$ cat src/rtl/nibble_serial_add_ctrl.sv
// Serial adder that uses one 4-bit ripple slice, LSB nibble first, with a valid/ready handshake on both sides.
// Optional subtract mode: define NIBBLE_SERIAL_ADD_SUB_EN to add the 'sub' input port.
module nibble_serial_add_ctrl #(
    parameter int WIDTH = 16
) (
    input  logic             clk,
    input  logic             rst_n,
    input  logic             start_valid,
    output logic             start_ready,
    input  logic [WIDTH-1:0] in_a,
    input  logic [WIDTH-1:0] in_b,
    input  logic             cin,
`ifdef NIBBLE_SERIAL_ADD_SUB_EN
    input  logic             sub,
`endif
    output logic             res_valid,
    input  logic             res_ready,
    output logic [WIDTH-1:0] sum,
    output logic             cout,
    output logic             ovf,
    output logic             busy
);
    localparam int NIB = WIDTH / 4;
    localparam int CW  = (NIB > 1) ? $clog2(NIB) : 1;

    if (WIDTH < 4 || (WIDTH % 4) != 0) begin : g_bad_width
        $error("nibble_serial_add_ctrl: WIDTH must be a multiple of 4 and at least 4");
    end

    typedef enum logic [1:0] {S_IDLE, S_RUN, S_DONE} state_t;

    state_t           r_state, w_next;
    logic [WIDTH-1:0] r_a, r_b, r_sum;
    logic             r_carry, r_cout, r_ovf;
    logic [CW-1:0]    r_cnt;
    logic             w_accept, w_last;
    logic [3:0]       w_an, w_bn;
    logic [4:0]       w_slice;
    logic [WIDTH-1:0] w_b_load;
    logic             w_c_load;

    assign w_accept = start_valid && (r_state == S_IDLE);
    assign w_last   = (r_cnt == CW'(NIB - 1));

`ifdef NIBBLE_SERIAL_ADD_SUB_EN
    // Subtraction is a + ~b + 1; cin is ignored in that mode.
    assign w_b_load = sub ? ~in_b : in_b;
    assign w_c_load = sub ? 1'b1 : cin;
`else
    assign w_b_load = in_b;
    assign w_c_load = cin;
`endif

    assign w_an    = r_a[r_cnt*4 +: 4];
    assign w_bn    = r_b[r_cnt*4 +: 4];
    assign w_slice = {1'b0, w_an} + {1'b0, w_bn} + {4'b0, r_carry};

    always_ff @(posedge clk or negedge rst_n) begin
        if (!rst_n) r_state <= S_IDLE;
        else        r_state <= w_next;
    end

    always_comb begin
        w_next = r_state;
        case (r_state)
            S_IDLE:  if (w_accept) w_next = S_RUN;
            S_RUN:   if (w_last) w_next = S_DONE;
            S_DONE:  if (res_ready) w_next = S_IDLE;
            default: w_next = S_IDLE;
        endcase
    end

    always_comb begin
        start_ready = 1'b0;
        busy        = 1'b0;
        res_valid   = 1'b0;
        case (r_state)
            S_IDLE:  start_ready = 1'b1;
            S_RUN:   busy        = 1'b1;
            S_DONE:  res_valid   = 1'b1;
            default: start_ready = 1'b0;
        endcase
    end

    always_ff @(posedge clk or negedge rst_n) begin
        if (!rst_n) begin
            r_a     <= '0;
            r_b     <= '0;
            r_sum   <= '0;
            r_carry <= 1'b0;
            r_cout  <= 1'b0;
            r_ovf   <= 1'b0;
            r_cnt   <= '0;
        end else if (w_accept) begin
            r_a     <= in_a;
            r_b     <= w_b_load;
            r_carry <= w_c_load;
            r_cnt   <= '0;
        end else if (r_state == S_RUN) begin
            r_sum[r_cnt*4 +: 4] <= w_slice[3:0];
            r_carry             <= w_slice[4];
            r_cnt               <= w_last ? '0 : r_cnt + 1'b1;
            if (w_last) begin
                r_cout <= w_slice[4];
                // Carry into the MSB is recovered from the sum bit: c3 = a3 ^ b3 ^ s3.
                r_ovf  <= w_an[3] ^ w_bn[3] ^ w_slice[3] ^ w_slice[4];
            end
        end
    end

    assign sum  = r_sum;
    assign cout = r_cout;
    assign ovf  = r_ovf;

endmodule

$ cat config.mk
export PLATFORM = sky130hd
export DESIGN_NAME = nibble_serial_add_ctrl
export DESIGN_NICKNAME = d
export VERILOG_FILES = /design/src/rtl/nibble_serial_add_ctrl.sv
export SDC_FILE = /design/constraint.sdc
export NUM_CORES = 1
export LEC_CHECK = 0
export CAP_MARGIN = 25
export CORE_AREA = 2 2 82 69
export DETAILED_ROUTE_END_ITERATION = 8
export DIE_AREA = 0 0 84 71
export PLACE_DENSITY = 0.83
export SLEW_MARGIN = 20
export SYNTH_ARGS = -nofsm -noshare
export SYNTH_HDL_FRONTEND = slang
export SYNTH_SLANG_ARGS = --single-unit
$ cat constraint.sdc
create_clock -name clk -period 5 [get_ports clk]
set_clock_uncertainty 0.15 [all_clocks]
set_input_delay 0.5 -clock clk [delete_from_list [all_inputs] [get_ports clk]]
set_output_delay 0.5 -clock clk [all_outputs]
set_load 0.005 [all_outputs]
-- Yosys cells after proc, flatten, opt, wreduce, memory -nomap -nowiden
Index checks and enable logic that the tools add are counted.
- $add $sub $neg: 4
- eq/ne operators: 6
- shift-type cells: 4
- mux-type cells: 13
- bitwise logic cells: 4
- reduce and logical (&&, ||, !) cells: 6
- operator list (operator ; number):
    4-bit negator with 34-bit output ; 1
    4-bit by 34-bit variable shift with 16-bit output, first input constant ; 1
    4-bit by 34-bit variable part select with 16-bit output ; 1
    16-bit by 5-bit variable part select with 4-bit output ; 2
    16-bit bitwise mux ; 1
    2-bit two-way mux ; 6
    2-bit != test, second input constant ; 3
    2-bit case mux with 3 select lines ; 1
    3-bit AND reduction ; 2
    4-bit by 4-bit adder with 5-bit output ; 1
    5-bit by 1-bit adder with 5-bit output ; 1
    1-bit two-way mux ; 5
    2-bit == test, second input constant ; 2
    1-bit bitwise XOR ; 3
    2-bit by 1-bit adder with 2-bit output, second input constant ; 1
    2-bit by 1-bit == test with 1-bit output, second input constant ; 1
    2-bit logical NOT ; 1
    2-bit AND reduction ; 1
    2-bit nonzero test ; 1
    1-bit logical AND ; 1
    1-bit inverter ; 1
- flip-flop bits (word level): 55
- bits of input ports: 37
- word-level logic and storage cells: 45

-- Logic depth before layout (Yosys ltp)
Gate-level depths: netlist of run 1.
- depth after elaboration: 5
- gate-level depth with buffers: 8
- mapped depth without buffers: 7

-- Least setup slack after synthesis of run 1
Ideal clock, no wire load.
- kind: register -> register
- start point: register r_cnt[0]
- end point: register r_ovf (netlist: ovf)
- library setup time: 0.123 ns
- data arrival time: 2.431 ns
- path slack: 2.297 ns
- cell stages (with the launch flop): 9
- clock period less this slack: 2.703 ns
- path through: dfrtp_1 buf_6 mux4_2 fa_1 fa_1 a21o_1 a21oi_2 xnor2_1 o21ai_1
- longest elaborated chain between the ends: 5
- elaborated cells on any way between the ends: 9
- those cells by class: 2 x add/sub; 1 x eq/ne; 2 x shift; 3 x bitwise; 1 x reduce/logical
- RTL lines (element ; line ; source):
    start, declared ; 35 ; logic [CW-1:0] r_cnt;
    start signal, assigned ; 102 ; r_cnt <= w_last ? '0 : r_cnt + 1'b1;
    16-bit by 5-bit variable part select with 4-bit output, on equally long branches ; 54, 55 ;
    4-bit by 4-bit adder with 5-bit output ; 56 ; assign w_slice = {1'b0, w_an} + {1'b0, w_bn} + {4'b0, r_carry};
    5-bit by 1-bit adder with 5-bit output ; 56 ;
    1-bit bitwise XOR (2 in series) ; 106 ; r_ovf <= w_an[3] ^ w_bn[3] ^ w_slice[3] ^ w_slice[4];
    end signal, assigned ; 106 ;
    end, declared ; 34 ; logic r_carry, r_cout, r_ovf;
Several ways; a longest one is shown, not always the timed one.
A chain may end at the register's enable or synchronous reset.

-- Worst setup path after layout of run 1
Same ends and word-level chain as after synthesis.

==> flow_summary.ini, run 1 <==
[timing]
fin_crit_sh_pct = 66.4
setup_slack_ps = 1680
tightest_slew_ps = 916
relSlewSlack_pct = 39.0
slew_viol_final = 0
finalHoldWorstSlack_ps = 152
hold_viol = 0
final.setup.tns_ps = 0
period_minus_slack_ps = 3320
setup-violations-final = 0
rsz0062_at_grt = no
fmax_mhz = 301

[die]
die_x_microns = 84
die_h_microns = 71
io_pins = 58
initial_utilization_pct = 52.7
coreArea_sq_mm = 0.00519
rows = 24
dieArea_sq_mm = 0.00596

[yosys]
synthesis.area_sq_mm = 0.00274
yosysTopAreaCell = dfrtp_1
ys_ff_latch = 55
synth.area.top_cells = dfrtp_1, mux2_4, mux4_2
avgSynthCellArea_sq_um = 15.4
synth-main-ff-cell = dfrtp_1
synth.distinct_cells = 31
synthesis.nets = 226
synth_top_area_share_pct = 50.3
synthCells = 178
synthTopCellsByCount = dfrtp_1, mux2_4, nand2_1
yosysWarningCount = 0
synth_edf_count = 0
synth-async-reset-ratio_pct = 100
seq_area_frac_synth_pct = 50.3
yosysMostFrequentCell = dfrtp_1

[global_route]
track_usage_pct = 17.9
grt_pass1_vias = 1723
grt_max_degree = 56
grt_first_pass_wirelength_microns = 8380
grt_remaining_overflow = 0
antenna_found_initial = 0

[pwr]
cellPowerDensity_mw_per_mm2 = 720
ir_worst_vdd_uv = 403
leakagePower_nw = 1.50

[cts]
postCtsHoldBufs = 0
cts_resized = 0
cts_num_sinks = 55
clockBufferDepth = 2
clk_latency_ps = 310
post_cts_buffers = 0
cts_tree = built
cts_root_buf = clkbuf_8
htree_levels = 2
path_clk_slew_ps = 100
cts_buffers = 5

[place]
gp_congestion = 0.817
port_buffers = 57
post-dp-hpwl_microns = 3580
dp_slack_ps = 1690

[detailed_routing]
detail-route-antenna-nets = 0
route.detailed.drc = 0
drt_pass1_iterations = 4
viasPerCell = 5.41
drt_iter0_drc = 86
routed-via-count = 1638
totalWireLength_microns = 4930
wire_per_inst_microns = 16.3

[worst_setup_path]
crit_required_ps = 5050
crit_slowest_cell = dfrtp_1
slowest_delay_ps = 950
critical_path.most_common_cell = fa_1
path_buf_inv = 0
path_delay_family = flip-flops
start_kind = flop
worstPathMaxFanout = 19
critical_path_class = reg2reg
path_cells = mux4_2 > fa_1 > fa_1 > a21o_1 > a21oi_2 > xnor2_1 > o21ai_1
endpoint_kind = flop
worstPathArrival_ps = 3370

[job]
maxCapViolations = 0

[cells_and_area]
area_delta_synth_final_pct = 25.1
finalNetCount = 285
layout-drive-gt1-share_pct = 26.5
antenna_cells = 0

[min_path]
hp-class = in2async

[outcome]
status = finished, final reports clean
==> final timing paths <==
kind | start | endpoint | slack [ps] | depth (start not counted)
max | r_cnt[0] | ovf | 1680 | 7
min | rst_n | sum[8] | 150 | 2
max reg2reg | r_cnt[0] | ovf | 1680 | 7
min reg2reg | sum[2] | sum[2] | 350 | 2
max in group asynchronous | rst_n | sum[15] | 4090 | 2
min in group clk | sum[2] | sum[2] | 350 | 2
==> flip-flops by register name, indices dropped and copies added (netlist names) <==
signal / count
r_a: 16
r_b: 16
sum: 16
r_cnt: 2
r_state: 2
cout: 1
ovf: 1
r_carry: 1
==> where the power goes <==
| group | leakage (nW) | total, W | switching [W] | internal [W] |
|---|---|---|---|---|
| Clock | 0.0612 | 0.000306 | 0.000144 | 0.000162 |
| Combinational | 0.758 | 0.00134 | 0.000611 | 0.000727 |
| Sequential | 0.682 | 0.000822 | 0.000174 | 0.000649 |
==> routing by layer <==
metal / global-route usage [%] / vias up / wire length, microns
met1: 24.2 / 820 / 2250
met2: 30.1 / 52 / 2410
li1: - / 761 / -
met3: 3.73 / 5 / 223
met4: 4.84 / 0 / 40
met5: 0 / - / 0
==> kinds of logic after synthesis <==
logic type,share of synthesized area (%)
DFF,50.3
buffers and inverters,4.71
adders and majority gates,5.58
and+or+nand+nor,6.81
xor gates and xnor gates,0.960
muxes,23.3
AOI/OAI and AO/OA,8.32
==> cells in the final DEF (no fill, tap or decap), drive strengths merged <==
cell type,instances
a21o,2
a21oi,2
a22o,12
a22oi,1
and4,1
buf,3
bufinv,1
clkbuf,6
clkdlybuf4s50,56
clkinv,1
dfrtp,55
fa,2
ha,9
inv,6
mux2,32
mux4,8
nand2,16
nand2b,2
nand4,1
nor2,5
nor3b,1
nor4,2
o21ai,7
o21bai,1
o31ai,3
xnor2,3
==> metrics by stage <==
stage          area [sq um]  instances  power, W  util [%]
2_1_floorplan          2740        178   0.00182         -
3_3_place_gp           3310        295   0.00215      63.6
3_5_place_dp           3310        295   0.00219      63.6
4_1_cts                3420        303   0.00250      65.9
5_1_grt                3420        303   0.00264      65.9
6_report               3420        303   0.00247      65.9
==> final cells by class <==
cell class | instances | area [sq um]
Fill cell | 390 | 1770
Tap cell | 65 | 81.3
Multi-Input combinational cell | 110 | 1240
Clock buffer | 6 | 82.6
Clock inverter | 2 | 35.0
Inverter | 6 | 30.0
Sequential cell | 55 | 1380
Timing Repair Buffer | 59 | 581
Power figures use the tool's default switching activity.
==> run 2, diff against run 1 <==
- CORE_AREA: 2 2 82 69 -> 2 2 90 74
- DIE_AREA: 0 0 84 71 -> 0 0 92 76
- PLACE_DENSITY: 0.83 -> 0.75
- clock period: 5 -> 2.94 ns (I/O delays scaled with it)
==> flow_summary.ini, run 2 (synthesized netlist as in run 1, its figures left out) <==
[outcome]
status = finished, final reports clean

[worst_setup_path]
worstPathArrival_ps = 2760
worstSetupEndpoint = ovf
critical_path.most_common_cell = fa_1
r2r_setup_slack_ps = 220
crit_slowest_cell = mux4_2
crit_required_ps = 2990
start_kind = flop
endpoint_kind = flop
r2r_cells = 7
slowest_delay_ps = 540
worstPathMaxFanout = 4
r2r_start = r_cnt[0]
path_cells = mux4_2 > fa_1 > fa_1 > a21o_1 > a21oi_2 > xnor2_1 > o21ai_1
critical_path_class = reg2reg
r2r_end = ovf
crit_start = r_cnt[0]

[cts]
cts_num_sinks = 55
clockBufferDepth = 2
htree_levels = 2
clk_latency_ps = 310
path_clk_slew_ps = 100
cts_buffers = 5
cts_root_buf = clkbuf_8
cts_tree = built

[pwr]
leakagePower_nw = 1.53
seqPwrFrac_pct = 31.1
cellPowerDensity_mw_per_mm2 = 1230
ir_worst_vdd_uv = 593
combPwrFrac_pct = 57.1
p_clk_share_pct = 11.8
p_sw_w = 0.00165
switching_share_pct = 38.4
total_power_w = 0.00429
p_int_w = 0.00264

[timing]
final.setup.tns_ps = 0
tightest_slew_ps = 534
hold_viol = 0
finalHoldWorstSlack_ps = 225
slew_viol_final = 0
relSlewSlack_pct = 64.2
rsz0062_at_grt = no
fin_crit_sh_pct = 92.4
period_minus_slack_ps = 2720
setup-violations-final = 0
fmax_mhz = 368

[global_route]
grt_remaining_overflow = 0
grt_max_degree = 37
track_usage_pct = 15.8
antenna_found_initial = 0
grt_pass1_vias = 1759
grt_first_pass_wirelength_microns = 8670

[detailed_routing]
wl_met2_microns = 2440
met3_length_microns = 217
wire_per_inst_microns = 15.9
drt_pass1_iterations = 4
wl_met1_microns = 2510
detail-route-antenna-nets = 0
totalWireLength_microns = 5210
viasPerCell = 5.02
routed-via-count = 1646
top_layer = met4
route.detailed.drc = 0
drt_iter0_drc = 49

[die]
die_x_microns = 92
initial_utilization_pct = 44.3
coreArea_sq_mm = 0.00618
rows = 26
io_pins = 58
die_h_microns = 76
dieArea_sq_mm = 0.00699

[cells_and_area]
layout_common_cells = clkdlybuf4s50_1, dfrtp_1, mux2_4
antenna_cells = 0
final_common_cell = clkdlybuf4s50_1
layout-drive-gt1-share_pct = 27.9
area_delta_synth_final_pct = 28.0
fin_cells = 328
finalNetCount = 291

[place]
dp.cells = 319
post-dp-hpwl_microns = 3920
gp_congestion = 0.773
port_buffers = 57

[min_path]
hp-class = in2async

[job]
maxCapViolations = 0
run 2: per-layer routing:
metal  vias up  track usage (%)
met1       819             22.5
met4         0             3.88
met5         -                0
met2        45             24.8
li1        775                -
met3         7             3.76
run 2: final cells by class:
cell class | instances | area (sq um)
clock buffers | 5 | 68.8
clock inverters | 3 | 43.8
fillers | 518 | 2680
inverters | 6 | 30.0
multi-input cells | 110 | 1240
flip-flops and latches | 55 | 1380
well taps | 84 | 105
repair buffers | 65 | 641
run 2: through the flow:
step           util [%]  worst slack, ps  cell area [sq um]
2_1_floorplan         -              237               2740
6_report           56.7              224               3500
4_1_cts            56.7              211               3500
3_3_place_gp       54.7              307               3380
5_1_grt            56.7              111               3500
3_5_place_dp       54.7              227               3380
run 2: power by group through the flow:
| stage | logic (W) | clock network (W) | registers, W |
|---|---|---|---|
| 3_3_place_gp | 0.00241 | 0 | 0.00134 |
| 3_5_place_dp | 0.00246 | 0 | 0.00135 |
| 4_1_cts | 0.00248 | 0.000517 | 0.00134 |
| 5_1_grt | 0.00265 | 0.000548 | 0.00138 |
| 2_1_floorplan | 0.00181 | 0 | 0.00128 |
| 6_report | 0.00245 | 0.000506 | 0.00133 |
run 2: worst max-delay path, delay by kind of cell (launching register included):
kind | cells | cell delay, ps
fa+ha+maj | 2 | 880
mux | 1 | 540
compound gates | 3 | 470
flops | 1 | 440
xor+xnor | 1 | 140
run 2: what timing repair did:
| item | in CTS | in global routing |
|---|---|---|
| hold buffers | 1 | 0 |
| gates resized for setup | 0 | 0 |
| buffers inserted | 0 | 0 |
| endpoints found under the hold margin | 27 | 0 |
| endpoints found under the setup margin | 0 | 0 |
run 2: worst min path at each step:
stage | start | to | slack [ps]
after global routing | rst_n | r_cnt[1] | 230
after floorplan | rst_n | cout | -150
final | rst_n | r_cnt[1] | 220
after global placement | rst_n | r_state[1] | 20
after detailed placement | rst_n | r_state[1] | 9
after CTS | rst_n | r_cnt[1] | 230
